--- src/rtl/riscv_pkg.sv ---
// ---------------------------------------------------------------------------
// riscv_pkg
// Shared constants for the fetch front end and the decode/control stage:
//   - RV32 base opcode values
//   - fetch FSM state encoding
//   - bit positions of the instruction fields pre-split by fetch
// ---------------------------------------------------------------------------
package riscv_pkg;

    // Base opcodes (instr[6:0])
    localparam logic [6:0] OP_R      = 7'b0110011;
    localparam logic [6:0] OP_I      = 7'b0010011;
    localparam logic [6:0] OP_LOAD   = 7'b0000011;
    localparam logic [6:0] OP_STORE  = 7'b0100011;
    localparam logic [6:0] OP_BRANCH = 7'b1100011;
    localparam logic [6:0] OP_JAL    = 7'b1101111;
    localparam logic [6:0] OP_JALR   = 7'b1100111;
    localparam logic [6:0] OP_LUI    = 7'b0110111;
    localparam logic [6:0] OP_AUIPC  = 7'b0010111;

    // Fetch FSM state encoding
    typedef logic [1:0] fetch_state_t;
    localparam fetch_state_t S_IDLE  = 2'd0;
    localparam fetch_state_t S_FETCH = 2'd1;
    localparam fetch_state_t S_FULL  = 2'd2;

    // Field slice positions
    localparam int OPC_LSB = 0;
    localparam int OPC_MSB = 6;
    localparam int F3_LSB  = 12;
    localparam int F3_MSB  = 14;
    // mod = {instr[MOD_HI], instr[MOD_LO]}: funct7[5] (sub/sra) and funct7[0] (M ext)
    localparam int MOD_HI  = 30;
    localparam int MOD_LO  = 25;

endpackage

--- src/rtl/sync_fifo.sv ---
// ---------------------------------------------------------------------------
// sync_fifo
// Single-clock circular-buffer FIFO with synchronous reset and flush.
// Ports:
//   i_clk    clock, rising edge
//   i_rst    synchronous active-high reset (pointers and count only)
//   i_flush  synchronous clear, same effect as reset
//   i_push   write i_wdata at the tail
//   i_wdata  write data, DATA_W bits
//   i_pop    advance the head (ignored when empty)
//   o_rdata  head entry, combinational
//   o_empty  no entries
//   o_count  number of entries, 0..DEPTH
// Push and pop together keep the count unchanged, also when full.
// ---------------------------------------------------------------------------
module sync_fifo #(
    parameter int DATA_W = 64,
    parameter int DEPTH  = 4
) (
    input  logic                     i_clk,
    input  logic                     i_rst,
    input  logic                     i_flush,
    input  logic                     i_push,
    input  logic [DATA_W-1:0]        i_wdata,
    input  logic                     i_pop,
    output logic [DATA_W-1:0]        o_rdata,
    output logic                     o_empty,
    output logic [$clog2(DEPTH):0]   o_count
);

    localparam int AW = $clog2(DEPTH);
    localparam int CW = AW + 1;

    logic [DATA_W-1:0] r_mem [DEPTH];
    logic [AW-1:0]     r_wr_ptr;
    logic [AW-1:0]     r_rd_ptr;
    logic [CW-1:0]     r_count;

    logic w_full;
    logic w_do_pop;
    logic w_do_push;

    assign w_full    = (r_count == CW'(DEPTH));
    assign o_empty   = (r_count == '0);
    assign w_do_pop  = i_pop && !o_empty;
    // A pop frees the head slot in the same cycle, so a push into a full FIFO is fine then
    assign w_do_push = i_push && (!w_full || w_do_pop);

    assign o_rdata = r_mem[r_rd_ptr];
    assign o_count = r_count;

    // Control: pointers and count
    always_ff @(posedge i_clk) begin
        if (i_rst || i_flush) begin
            r_wr_ptr <= '0;
            r_rd_ptr <= '0;
            r_count  <= '0;
        end else begin
            if (w_do_push) begin
                r_wr_ptr <= r_wr_ptr + AW'(1);
            end
            if (w_do_pop) begin
                r_rd_ptr <= r_rd_ptr + AW'(1);
            end
            case ({w_do_push, w_do_pop})
                2'b10:   r_count <= r_count + CW'(1);
                2'b01:   r_count <= r_count - CW'(1);
                default: r_count <= r_count;
            endcase
        end
    end

    // Data storage, not reset
    always_ff @(posedge i_clk) begin
        if (w_do_push) begin
            r_mem[r_wr_ptr] <= i_wdata;
        end
    end

    // Upstream credit accounting must make this impossible
    always_ff @(posedge i_clk) begin
        if (!i_rst && !i_flush) begin
            assert (!(i_push && !i_pop && w_full));
        end
    end

endmodule

--- src/rtl/instr_fetch_queue.sv ---
// ---------------------------------------------------------------------------
// instr_fetch_queue
// Instruction fetch front end: sequential PC generation, requests to a
// fixed one-cycle-latency instruction memory, a small FIFO of returned
// {pc, instr} pairs, and a valid/ready interface to decode with the
// opcode/funct3/mod fields pre-split. A redirect flushes and restarts.
// Ports:
//   clk, reset          clock and synchronous active-high reset
//   imem_req/imem_addr  fetch request and word-aligned address
//   imem_rvalid/rdata   response, exactly one cycle after a request
//   redirect_valid/pc   taken jump/branch target from execute
//   dec_ready           decode accepts the head entry
//   dec_valid           head entry valid
//   dec_pc/dec_instr    head PC and raw instruction (0 when empty)
//   dec_opcode/funct3/mod  fields sliced from dec_instr
//   occupancy           current FIFO entries
// ---------------------------------------------------------------------------
module instr_fetch_queue
    import riscv_pkg::*;
#(
    parameter int              DEPTH    = 4,
    parameter int              XLEN     = 32,
    parameter logic [XLEN-1:0] RESET_PC = 32'h0000_0000
) (
    input  logic                     clk,
    input  logic                     reset,
    output logic                     imem_req,
    output logic [XLEN-1:0]          imem_addr,
    input  logic                     imem_rvalid,
    input  logic [XLEN-1:0]          imem_rdata,
    input  logic                     redirect_valid,
    input  logic [XLEN-1:0]          redirect_pc,
    input  logic                     dec_ready,
    output logic                     dec_valid,
    output logic [XLEN-1:0]          dec_pc,
    output logic [XLEN-1:0]          dec_instr,
    output logic [6:0]               dec_opcode,
    output logic [2:0]               dec_funct3,
    output logic [1:0]               dec_mod,
    output logic [$clog2(DEPTH):0]   occupancy
);

    localparam int            CW      = $clog2(DEPTH) + 1;
    localparam logic [CW:0]   DEPTH_W = (CW+1)'(DEPTH);

    fetch_state_t      r_state;
    fetch_state_t      w_state_nxt;
    logic [XLEN-1:0]   r_pc;
    logic [XLEN-1:0]   r_req_pc;
    logic              r_inflight;
    logic              r_squash;

    logic              w_req;
    logic              w_push;
    logic              w_pop;
    logic              w_credit;
    logic [CW:0]       w_credit_sum;
    logic              w_fifo_empty;
    logic [CW-1:0]     w_count;
    logic [2*XLEN-1:0] w_head;
    logic [XLEN-1:0]   w_redirect_pc;

    assign w_redirect_pc = redirect_pc & ~XLEN'(3);

    // Head handshake; nothing is presented while reset is held
    assign dec_valid = !w_fifo_empty && !reset;
    assign w_pop     = dec_valid && dec_ready;

    // Entries that will exist next cycle if we issue now: queued + arriving - leaving.
    // Issue only while that stays below DEPTH so the response always has a slot.
    assign w_credit_sum = {1'b0, w_count} + (CW+1)'(r_inflight) - (CW+1)'(w_pop);
    assign w_credit     = (w_credit_sum < DEPTH_W);

    assign w_req     = !reset && (r_state == S_FETCH) && w_credit;
    assign imem_req  = w_req;
    assign imem_addr = reset ? RESET_PC : r_pc;

    // Responses to a request made before a redirect/reset are dropped
    assign w_push = imem_rvalid && !r_squash && !redirect_valid && !reset;

    always_comb begin
        w_state_nxt = r_state;
        case (r_state)
            S_IDLE:  w_state_nxt = S_FETCH;
            S_FETCH: w_state_nxt = w_credit ? S_FETCH : S_FULL;
            S_FULL:  w_state_nxt = w_credit ? S_FETCH : S_FULL;
            default: w_state_nxt = S_IDLE;
        endcase
        if (redirect_valid) begin
            w_state_nxt = S_FETCH;
        end
    end

    // Control state
    always_ff @(posedge clk) begin
        if (reset) begin
            r_state    <= S_IDLE;
            r_pc       <= RESET_PC;
            r_inflight <= 1'b0;
            r_squash   <= 1'b1;
        end else begin
            r_state    <= w_state_nxt;
            r_inflight <= w_req && !redirect_valid;
            r_squash   <= redirect_valid;
            if (redirect_valid) begin
                r_pc <= w_redirect_pc;
            end else if (w_req) begin
                r_pc <= r_pc + XLEN'(4);
            end
        end
    end

    // PC of the outstanding request, paired with its response
    always_ff @(posedge clk) begin
        if (w_req) begin
            r_req_pc <= r_pc;
        end
    end

    sync_fifo #(
        .DATA_W (2*XLEN),
        .DEPTH  (DEPTH)
    ) u_fifo (
        .i_clk   (clk),
        .i_rst   (reset),
        .i_flush (redirect_valid),
        .i_push  (w_push),
        .i_wdata ({r_req_pc, imem_rdata}),
        .i_pop   (w_pop),
        .o_rdata (w_head),
        .o_empty (w_fifo_empty),
        .o_count (w_count)
    );

    // Head fields, forced to zero when nothing is valid
    assign dec_pc     = dec_valid ? w_head[2*XLEN-1:XLEN] : '0;
    assign dec_instr  = dec_valid ? w_head[XLEN-1:0]      : '0;
    assign dec_opcode = dec_instr[OPC_MSB:OPC_LSB];
    assign dec_funct3 = dec_instr[F3_MSB:F3_LSB];
    assign dec_mod    = {dec_instr[MOD_HI], dec_instr[MOD_LO]};
    assign occupancy  = w_count;

endmodule
--- config.mk ---
export PLATFORM = sky130hd
export DESIGN_NAME = instr_fetch_queue
export DESIGN_NICKNAME = d
export VERILOG_FILES = /design/src/rtl/riscv_pkg.sv /design/src/rtl/sync_fifo.sv /design/src/rtl/instr_fetch_queue.sv
export SDC_FILE = /design/constraint.sdc
export NUM_CORES = 1
export LEC_CHECK = 0
export ABC_AREA = 1
export ABC_CLOCK_PERIOD_IN_PS = 7950
export CAP_MARGIN = 30
export CORE_MARGIN = 5
export CORE_UTILIZATION = 56
export DETAILED_ROUTE_END_ITERATION = 16
export PLACE_DENSITY = 0.81
export SETUP_SLACK_MARGIN = 0.5
export SYNTH_ARGS = -nofsm -noshare
export SYNTH_HDL_FRONTEND = slang
export SYNTH_HIERARCHICAL = 1
export SYNTH_SLANG_ARGS = --single-unit
export TNS_END_PERCENT = 50
--- constraint.sdc ---
create_clock -name clk -period 7.95 [get_ports clk]
set_clock_uncertainty 0.2 [all_clocks]
set_input_delay 2.385 -clock clk [delete_from_list [all_inputs] [get_ports clk]]
set_output_delay 2.385 -clock clk [all_outputs]
set_load 0.02 [all_outputs]
* Yosys cells after proc, flatten, opt, wreduce, memory -nomap -nowiden
Memory sizes are Yosys's and may differ from the RTL's. A register that Yosys moved wholly into a read port is not among the register bits. Cells that the tools add are included.
Storage, ports and cells: flip-flop bits (word level) 75, bits in writable memories 256, input bits 69, word-level logic and storage cells 60, memories kept 1
Cells by class: $add $sub $neg 7, order comparisons 1, eq/ne operators 5, multiplexer cells 13, reduce and logical (&&, ||, !) cells 23
Memories:
- u_fifo.r_mem | depth 4, bits a word 64, rd ports 1, clocked after memory_dff 1, wr ports 1, line sync_fifo.sv:34 | logic [DATA_W-1:0] r_mem [DEPTH];
Operators by type and width (number):
- 2-to-1 mux 32 bit | 5
- adder 32 x 3 -> 32 bit, second input constant | 1
- logical AND 1 bit | 10
- 2-to-1 mux 2 bit | 3
- one-hot mux 3 bit (2 select lines) | 1
- zero test 1 bit | 5
- adder 2 x 1 -> 2 bit, second input constant | 2
- adder 3 x 1 -> 4 bit | 1
- == test 2 x 1 -> 1 bit, second input constant | 2
- == test 2 bit, second input constant | 2
- < comparator 4 x 3 -> 1 bit, second input constant | 1
- one-hot mux 2 bit (2 select lines) | 1
- nonzero test 2 bit | 2
- OR reduction 2 bit | 2
- subtractor 4 x 1 -> 4 bit | 1
- adder 3 x 1 -> 3 bit, second input constant | 1
- == test 3 bit, second input constant | 1
- zero test 3 bit | 1
- 2-to-1 mux 1 bit | 3
- subtractor 3 x 1 -> 3 bit, second input constant | 1
- zero test 2 bit | 1
- logical OR 1 bit | 2

* Logic depth before layout (Yosys ltp)
Gate-level depths: netlist (run 1).
depth in word-level cells 9, gate-level depth with buffers 20, mapped depth without buffers 17

* Hierarchy
The synthesis (run 1) kept the hierarchy.
By module, submodules not included:
- sync_fifo | instances 1, cells an instance 685, area an instance 9985.8 um^2, seq. area each 7867.5 um^2
- instr_fetch_queue | instances 1, cells an instance 676, area an instance 4230.3 um^2, seq. area each 1581.5 um^2

* Worst setup path before layout (run 1)
OpenSTA, ideal clock, no wires.
path type input -> output, start point input port reset, end point output port imem_req, data arrival time 5.061 ns, required time 5.365 ns, setup slack 0.304 ns, stages on the path 14, buffers on the path 3, path through buf_2 nor2_1 inv_1 clkbuf_1 nor2_1 ha_1 inv_1 ha_1 nand3_1 nand2_1 xnor2_2 nand3_4 buf_2 inv_2
On the way: cells in the longest elaborated chain, start to end 6, elaborated cells between the ends (all ways) 7, classes of those cells add/sub: 1; order compare: 1; reduce/logical: 5
RTL lines:
- start: declaration | line instr_fetch_queue.sv:26 | input logic reset,
- zero test 1 bit
- logical AND 1 bit | line instr_fetch_queue.sv:66 | assign dec_valid = !w_fifo_empty && !reset;
- net dec_valid | line instr_fetch_queue.sv:34 | output logic dec_valid,
- logical AND 1 bit | line instr_fetch_queue.sv:67 | assign w_pop = dec_valid && dec_ready;
- net w_pop | line instr_fetch_queue.sv:55 | logic w_pop;
- subtractor 4 x 1 -> 4 bit | line instr_fetch_queue.sv:71 | assign w_credit_sum = {1'b0, w_count} + (CW+1)'(r_inflight) - (CW+1)'(w_pop);
- < comparator 4 x 3 -> 1 bit | line instr_fetch_queue.sv:72 | assign w_credit = (w_credit_sum < DEPTH_W);
- logical AND 1 bit | line instr_fetch_queue.sv:74 | assign w_req = !reset && (r_state == S_FETCH) && w_credit;
- end: declaration | line instr_fetch_queue.sv:27 | output logic imem_req,
The timed path passes the listed nets, and every way through them passes these cells.

* Worst setup path after layout (run 1)
start point input port reset, end point output port imem_req
On the way: cells in the longest elaborated chain, start to end 6, elaborated cells between the ends (all ways) 7, classes of those cells add/sub: 1; order compare: 1; reduce/logical: 5
RTL lines (line):
- zero test 1 bit
- logical AND 1 bit | instr_fetch_queue.sv:66
- logical AND 1 bit | instr_fetch_queue.sv:67
- net w_pop | instr_fetch_queue.sv:55
- subtractor 4 x 1 -> 4 bit | instr_fetch_queue.sv:71
- < comparator 4 x 3 -> 1 bit | instr_fetch_queue.sv:72
- logical AND 1 bit | instr_fetch_queue.sv:74
The timed path passes the listed nets, and every way through them passes these cells.

==> summary.txt, run 1 <==
Cells and area
  • Layout area overhead: 20.67%
  • Post-Layout Cell Count: 1867
  • Fin nets: 1594
  • Layout cell share with drive strength beyond 1: 6.311%
  • ANT cells: 0
  • Cell area after layout: 17160 sq um

Critical path
  • Worst reg2reg path endpoint: r_pc[30]
  • Data arrival, critical path: 4.55 ns
  • Crit-path max FO: 3
  • CP Launch Type: input port
  • Critical path class: in -> out
  • CP required: 5.37 ns
  • Reg2Reg Setup Slack: 4.63 ns
  • Crit. End Element: primary output
  • Reg2Reg Launch Point: u_fifo/o_count[2]
  • FF-to-FF path depth: 18

Power and ir drop
  • Clock power frac: a little over 40%
  • Reg power frac: a little over half
  • Peak VDD IR: 0.1424 mV
  • Comb pwr share: 4.6%
  • Switching power: between 0.7 and 0.8 mW
  • Int Pwr: around 2.8 mW
  • Pwr per Cell Area: 206.6 nW/um^2
  • Leak: around 6.3 nW
  • Sw frac: 20.01%

Place
  • Gpl congestion: between 0.8 and 0.9
  • Placed cell count: 1810
  • Placed Area: 16140 sq um
  • Dpl hpwl: 17900 um
  • # port buffers: ~180
  • DP Worst Slack: 0.4816 ns

CTS
  • TritonCTS clock tree: built
  • TritonCTS buffer count: 31
  • Clock-pin slew on the worst setup and hold paths: around 0.060 ns
  • Postcts setup bufs: 0
  • Clk root buf: clkbuf_16
  • Worst-skew pair later-pin latency: 0.54 ns
  • Max clock buf depth: 3
  • Clk sink count: approximately 330
  • Htree depth: 1

Floorplan
  • Rows: 58
  • Die span in y: between 150 and 200 um
  • Die X: 169.3 um
  • Starting Density: 56.62%
  • Core area: 25110 sq um
  • IO Count: about 180
  • DIE AREA: 28670 sq um

Global routing
  • First-pass GRT wire length: 47290 um
  • Largest net degree at the start of global routing: 94
  • GR Util All Layers: 20.25%
  • Initial antenna violation count: 0
  • Grt total ovfl: 0
  • Number of global-route vias before repair: 9448

Timing
  • Final Cycle Share: 89.80%
  • Worst-margin pin slew: 0.9835 ns
  • Slew headroom: 34.43%
  • TNS Setup: 0 ns
  • RSZ-0062 raised after global routing: no
  • Setup ws final: 0.8106 ns
  • Fin. Hold Viols: 0
  • Fmax: 140.1 MHz
  • Setup-failing EPs final: 0
  • Minimum clock period: 7.139 ns
  • Fin. max-slew vios: 0

Min path
  • Hold path cells: 2
  • Hold Crit Start: u_fifo/r_rd_ptr[1]
  • Hold Crit Class: reg -> reg

Synthesis
  • Synth cell count leaders: 296 x nor2_1, 286 x edfxtp_1, 180 x nand2_1
  • Seq/Total Area, Yosys: 66.47%
  • Library cells used by synthesis: 36
  • Most common cell in the netlist: nor2_1
  • Synth warn: 6
  • Asr flop ratio synth: 0%
  • Post-synthesis register bit count: 329
  • Syn avg cell area: around 10 sq um
  • Top-area cell type share of the netlist area: 60.41%
  • Post-synth top flop: edfxtp_1
  • Synth area leaders: edfxtp_1 60%, nor2_1 7.8%, dfxtp_1 6.1%
  • Post-synth top area cell: edfxtp_1
  • Cell count after synthesis: around 1400
  • Post-synth EDFFs: 286
  • Cell Area, Synth: 14220 sq um

Drt
  • Vias: ~9900
  • Drt pass-1 iters: 5
  • WL/cell: 16.06 um
  • Post-DRT Antenna Nets: 0
  • Starting DRT DRC Count: 957
  • Post-route DRC: 0
  • WL final: 29980 um
  • DR vias/cell: 5.299

Run
  • Max cap viols: 0

Run status
  • Status: completed
==> layout by cell type (no fill, tap or decap), types with 5 or more instances in the layout <==
master           Yosys  layout
a21oi_1              9       9
buf_4               21      12
clkbuf_1            35       9
clkbuf_16            0      31
clkbuf_8             0       5
clkdlybuf4s50_1      0     176
clkinv_2             0       5
conb_1               1      10
dfxtp_1             43      41
edfxtp_1           286     286
ha_1                11      11
inv_1              125     124
inv_2               10      10
nand2_1            180     180
nand3_1             69      69
nor2_1             296     291
nor2_2               5       6
nor2_4               1       5
o21ai_0             89      89
o21ai_1             64      64
o22ai_1             64      64
xor2_1               6       6
==> cell families after synthesis <==
group | after synthesis | share of synthesized area (%)
AO/OA/AOI/OAI | 228 | 8.749
XOR/XNOR | 9 | 0.6602
adder cells (fa/ha/maj) | 12 | 1.109
buffers and inverters | 221 | 7.129
flip-flops | 329 | 66.47
other | 1 | 0.02638
AND/OR/NAND/NOR | 561 | 15.86
==> state kept, by name, summed over array words and instances (netlist names), named ones only <==
name and flops:
u_fifo/r_mem 256, u_fifo/r_rd_ptr 2, r_pc 30, r_squash 1, u_fifo/r_wr_ptr 2, u_fifo/o_count 3
r_state 2, r_req_pc 30, r_inflight 1
==> area by class of cell <==
| cell class | count | area [sq um] |
|---|---|---|
| fill | 1789 | 7954 |
| clock buffer | 45 | 878.3 |
| inverter | 139 | 526.8 |
| multi-input combinational | 820 | 3820 |
| sequential | 329 | 9454 |
| clock inverter | 12 | 142.6 |
| timing repair buffer | 192 | 1921 |
| tap | 330 | 412.9 |
==> routing by layer <==
layer  global-route usage (%)  routed length [um]  up-vias
met5                        0                   0        -
met4                    5.670                 667        0
met3                    3.238                2316       53
met2                    33.93               14120      403
met1                    27.83               12870     4567
li1                         -                   -     4871
==> stage by stage <==
step                      total power, mW  hold WS (ns)  utilization (%)
after global placement              2.122        0.2392            64.26
after global routing                3.666        0.2818            68.32
after CTS                           3.567        0.2642            68.32
final                               3.544        0.2707            68.32
after detailed placement            2.127        0.2517            64.26
after floorplan                     2.045        0.2308                -
==> how the worst max path moves through the flow <==
stage,cells after the start,startpoint,end
after floorplan,14,reset,imem_req
after global placement,13,reset,imem_req
after detailed placement,13,reset,imem_req
after CTS,13,reset,imem_req
after global routing,13,reset,imem_req
final,13,reset,imem_req
==> power by group through the flow <==
| stage | Combinational [mW] | Sequential (mW) | Clock, mW |
|---|---|---|---|
| floorplan | 0.0896 | 1.96 | 0 |
| global placement | 0.160 | 1.96 | 0 |
| detailed placement | 0.163 | 1.96 | 0 |
| CTS | 0.164 | 1.93 | 1.48 |
| global route | 0.181 | 1.93 | 1.55 |
| finish | 0.164 | 1.93 | 1.45 |
==> timing repair <==
item | in CTS | in global routing
resized for setup | 1 | 0
endpoints found under the setup margin | 1 | 0
hold buffers | 0 | 0
==> worst max-delay path, stage by stage <==
cell,delay (ns)
clkdlybuf4s50_1,0.44
nor2_2,0.13
inv_2,0.05
nor2_1,0.15
ha_1,0.17
inv_1,0.04
ha_1,0.26
nand3_1,0.08
nand2_1,0.08
xnor2_2,0.24
nand3_4,0.12
inv_4,0.09
dlygate4sd2_1,0.33
(Power assumes the default switching activity.)
==> run 2: changes to the inputs <==
- ABC_AREA: 1 -> unset
- CORE_ASPECT_RATIO: unset -> 1.4
- CORE_UTILIZATION: 56 -> 55
- PLACE_DENSITY: 0.81 -> 0.8
==> summary.txt, run 2 <==
Run status
  • Status: completed

Synthesis
  • Syn avg cell area: 16.85 sq um (+61%)
  • Synth warn: 6 (unchanged)
  • Library cells used by synthesis: 57 (+58%)
  • Cell Area, Synth: 13550 sq um (-4.7%)
  • Post-synth top area cell: edfxtp_1
  • Cell count after synthesis: 804 (-41%)
  • Top-area cell type share of the netlist area: 63.40% (+3.0 points)
  • Synth cell count leaders: 286 x edfxtp_1, 72 x and2_1, 64 x mux4_2
  • Post-synthesis register bit count: 329 (unchanged)
  • Most common cell in the netlist: edfxtp_1
  • Seq/Total Area, Yosys: 69.75% (+3.3 points)
  • Post-synth top flop: edfxtp_1
  • Synth area leaders: edfxtp_1 63%, mux4_2 11%, dfxtp_1 6.4%
  • Post-synth EDFFs: 286 (unchanged)
  • Asr flop ratio synth: 0% (unchanged)

Timing
  • TNS Setup: 0 ns (unchanged)
  • Final Cycle Share: 92.34% (+2.5 points)
  • Fin. max-slew vios: 0 (unchanged)
  • Slew headroom: 34.84% (+0.41 points)
  • Minimum clock period: 7.341 ns (+0.2013 ns)
  • Fmax: 136.2 MHz (-2.7%)
  • RSZ-0062 raised after global routing: no
  • Fin. Hold Viols: 0 (unchanged)
  • Worst-margin pin slew: 0.9774 ns (-0.006084 ns)
  • Setup-failing EPs final: 0 (unchanged)

Global routing
  • GR Util All Layers: 18.73% (-1.5 points)
  • First-pass GRT wire length: 41440 um (-12%)
  • Initial antenna violation count: 0 (unchanged)
  • Grt total ovfl: 0 (unchanged)
  • Largest net degree at the start of global routing: 66 (-30%)
  • Number of global-route vias before repair: 7732 (-18%)

Floorplan
  • Die X: 142.6 um (-16%)
  • Rows: 68 (+17%)
  • Starting Density: 55.28% (-1.3 points)
  • IO Count: 182 (unchanged)
  • DIE AREA: 27910 sq um (-2.6%)
  • Die span in y: 195.7 um (+16%)
  • Core area: 24500 sq um (-2.4%)

Cells and area
  • Largest register by flop count: u_fifo/r_mem
  • Post-Route Utilization: 67.74% (-0.58 points)
  • ANT cells: 0 (unchanged)
  • Commonest non-fill, non-tap cells in the layout: 286 x edfxtp_1, 175 x clkdlybuf4s50_1, 67 x and2_1
  • Largest register FFs: 256 (unchanged)
  • Fin nets: 1057 (-34%)
  • Layout cell share with drive strength beyond 1: 14.51% (+8.2 points)
  • Largest regs: u_fifo/r_mem x256, r_pc x30, r_req_pc x30
  • Most common cell after layout, fill and taps aside: edfxtp_1
  • Layout area overhead: 22.53%
  • Cell area after layout: 16600 sq um (-3.2%)

CTS
  • Max clock buf depth: 3 (unchanged)
  • Worst-skew pair later-pin latency: 0.54 ns (about the same)
  • TritonCTS clock tree: built
  • Htree depth: 1 (unchanged)
  • Clk root buf: clkbuf_16
  • Clk sink count: 329 (unchanged)
  • TritonCTS buffer count: 29 (-6.5%)
  • Clock-pin slew on the worst setup and hold paths: 0.06 ns (about the same)

Drt
  • Post-route DRC: 0 (unchanged)
  • WL final: 25930 um (-13%)
  • Post-DRT Antenna Nets: 0 (unchanged)
  • WL/cell: 19.74 um (+23%)
  • DR vias/cell: 5.635 (+6.3%)
  • Vias: 7404 (-25%)
  • Drt pass-1 iters: 4 (-1)
  • Starting DRT DRC Count: 402 (-58%)

Place
  • # port buffers: 177 (unchanged)
  • Gpl congestion: 0.8384 (-0.86%)
  • Placed Area: 15560 sq um (-3.6%)
  • Dpl hpwl: 15900 um (-11%)

Run
  • Max cap viols: 0 (unchanged)

Power and ir drop
  • Pwr Total: 3.436 mW (-3.0%)
  • Leak: 5.337 nW (-16%)
  • Peak VDD IR: 0.1755 mV (+23%)
  • Pwr per Cell Area: 207.0 nW/um^2 (+0.21%)

Critical path
  • FF-to-FF path depth: 12 (-6)
  • CP required: 5.37 ns (about the same)
  • CP startpoint: dec_ready
  • Setup crit end: imem_req
  • CP Launch Type: input port
  • Crit. End Element: primary output
  • Crit-path max FO: 7 (+4)
  • Critical path class: in -> out
  • Reg2Reg Launch Point: u_fifo/o_count[2]
  • Data arrival, critical path: 4.76 ns (+0.21 ns)
  • Worst reg2reg path endpoint: r_pc[24]
  • Reg2Reg Setup Slack: 4.26 ns (-0.37 ns)

Min path
  • Hold Crit Class: reg -> reg
  • Hold path cells: 0 (-2)
-- run 2: layer usage --
layer / vias up / GRT usage [%] / wire length [um]
met5: - / 0 / 0
met4: 0 / 6.516 / 830
met3: 62 / 2.682 / 1388
met2: 251 / 32.96 / 13390
met1: 3646 / 23.73 / 10320
li1: 3445 / - / -
-- run 2: worst max-delay path, stage by stage --
cell and delay [ns]:
clkdlybuf4s50_1 0.48, and2_4 0.20, ha_1 0.15, inv_1 0.05, ha_1 0.27, nand3b_1 0.11
a211o_1 0.36, a21o_1 0.26, nor2_4 0.14, dlygate4sd2_1 0.35
-- run 2: kinds of logic (layout without fill, tap and decap cells) --
family,after synthesis,count (layout),synth area share (%)
AND/OR/NAND/NOR,211,211,9.347
other,1,10,0.02768
XOR/XNOR,20,20,1.293
AO/OA/AOI/OAI,75,75,4.295
adder cells (fa/ha/maj),12,12,1.164
buffers and inverters,87,273,3.113
multiplexers,69,69,11.01
flip-flops,329,329,69.75
-- run 2: per-stage QoR --
stage	hold WS, ns	cells	setup WS (ns)
CTS	0.3008	1310	0.6000
finish	0.2950	1314	0.6093
detailed placement	0.2875	1256	0.3677
floorplan	0.2064	813	0.5221
global route	0.3212	1314	0.5148
global placement	0.2688	1255	0.3699
-- run 2: how the worst min path moves through the flow --
stage	from	endpoint
floorplan	r_pc[4]	r_req_pc[4]
global placement	r_req_pc[11]	u_fifo/r_mem[2][43]
detailed placement	r_req_pc[24]	u_fifo/r_mem[2][56]
CTS	r_req_pc[24]	u_fifo/r_mem[1][56]
global route	r_req_pc[29]	u_fifo/r_mem[3][61]
finish	r_req_pc[29]	u_fifo/r_mem[1][61]
-- run 2: area by class of cell --
class | instances | area, sq um
Clock buffer | 42 | 844.6
Clock inverter | 12 | 101.3
Fill cell | 1694 | 7905
Inverter | 27 | 101.3
Multi-Input combinational cell | 397 | 3737
Sequential cell | 329 | 9457
Tap cell | 315 | 394.1
Timing Repair Buffer | 192 | 1963
-- run 2: repair_timing --
action / CTS / global route
hold buffers: 0 / 0
setup buffers: 0 / 0
endpoints found under the hold margin: 0 / 0
gates resized for setup: 1 / 0
setup endpoints to repair: 1 / 0
-- run 2: where the power goes --
part | switching [mW] | leakage (nW) | internal (mW) | total, mW
sequential | 0.0321 | 2.95 | 1.91 | 1.94
combinational | 0.0662 | 1.92 | 0.0682 | 0.134
clock | 0.591 | 0.469 | 0.773 | 1.36
total | 0.690 | 5.34 | 2.75 | 3.44
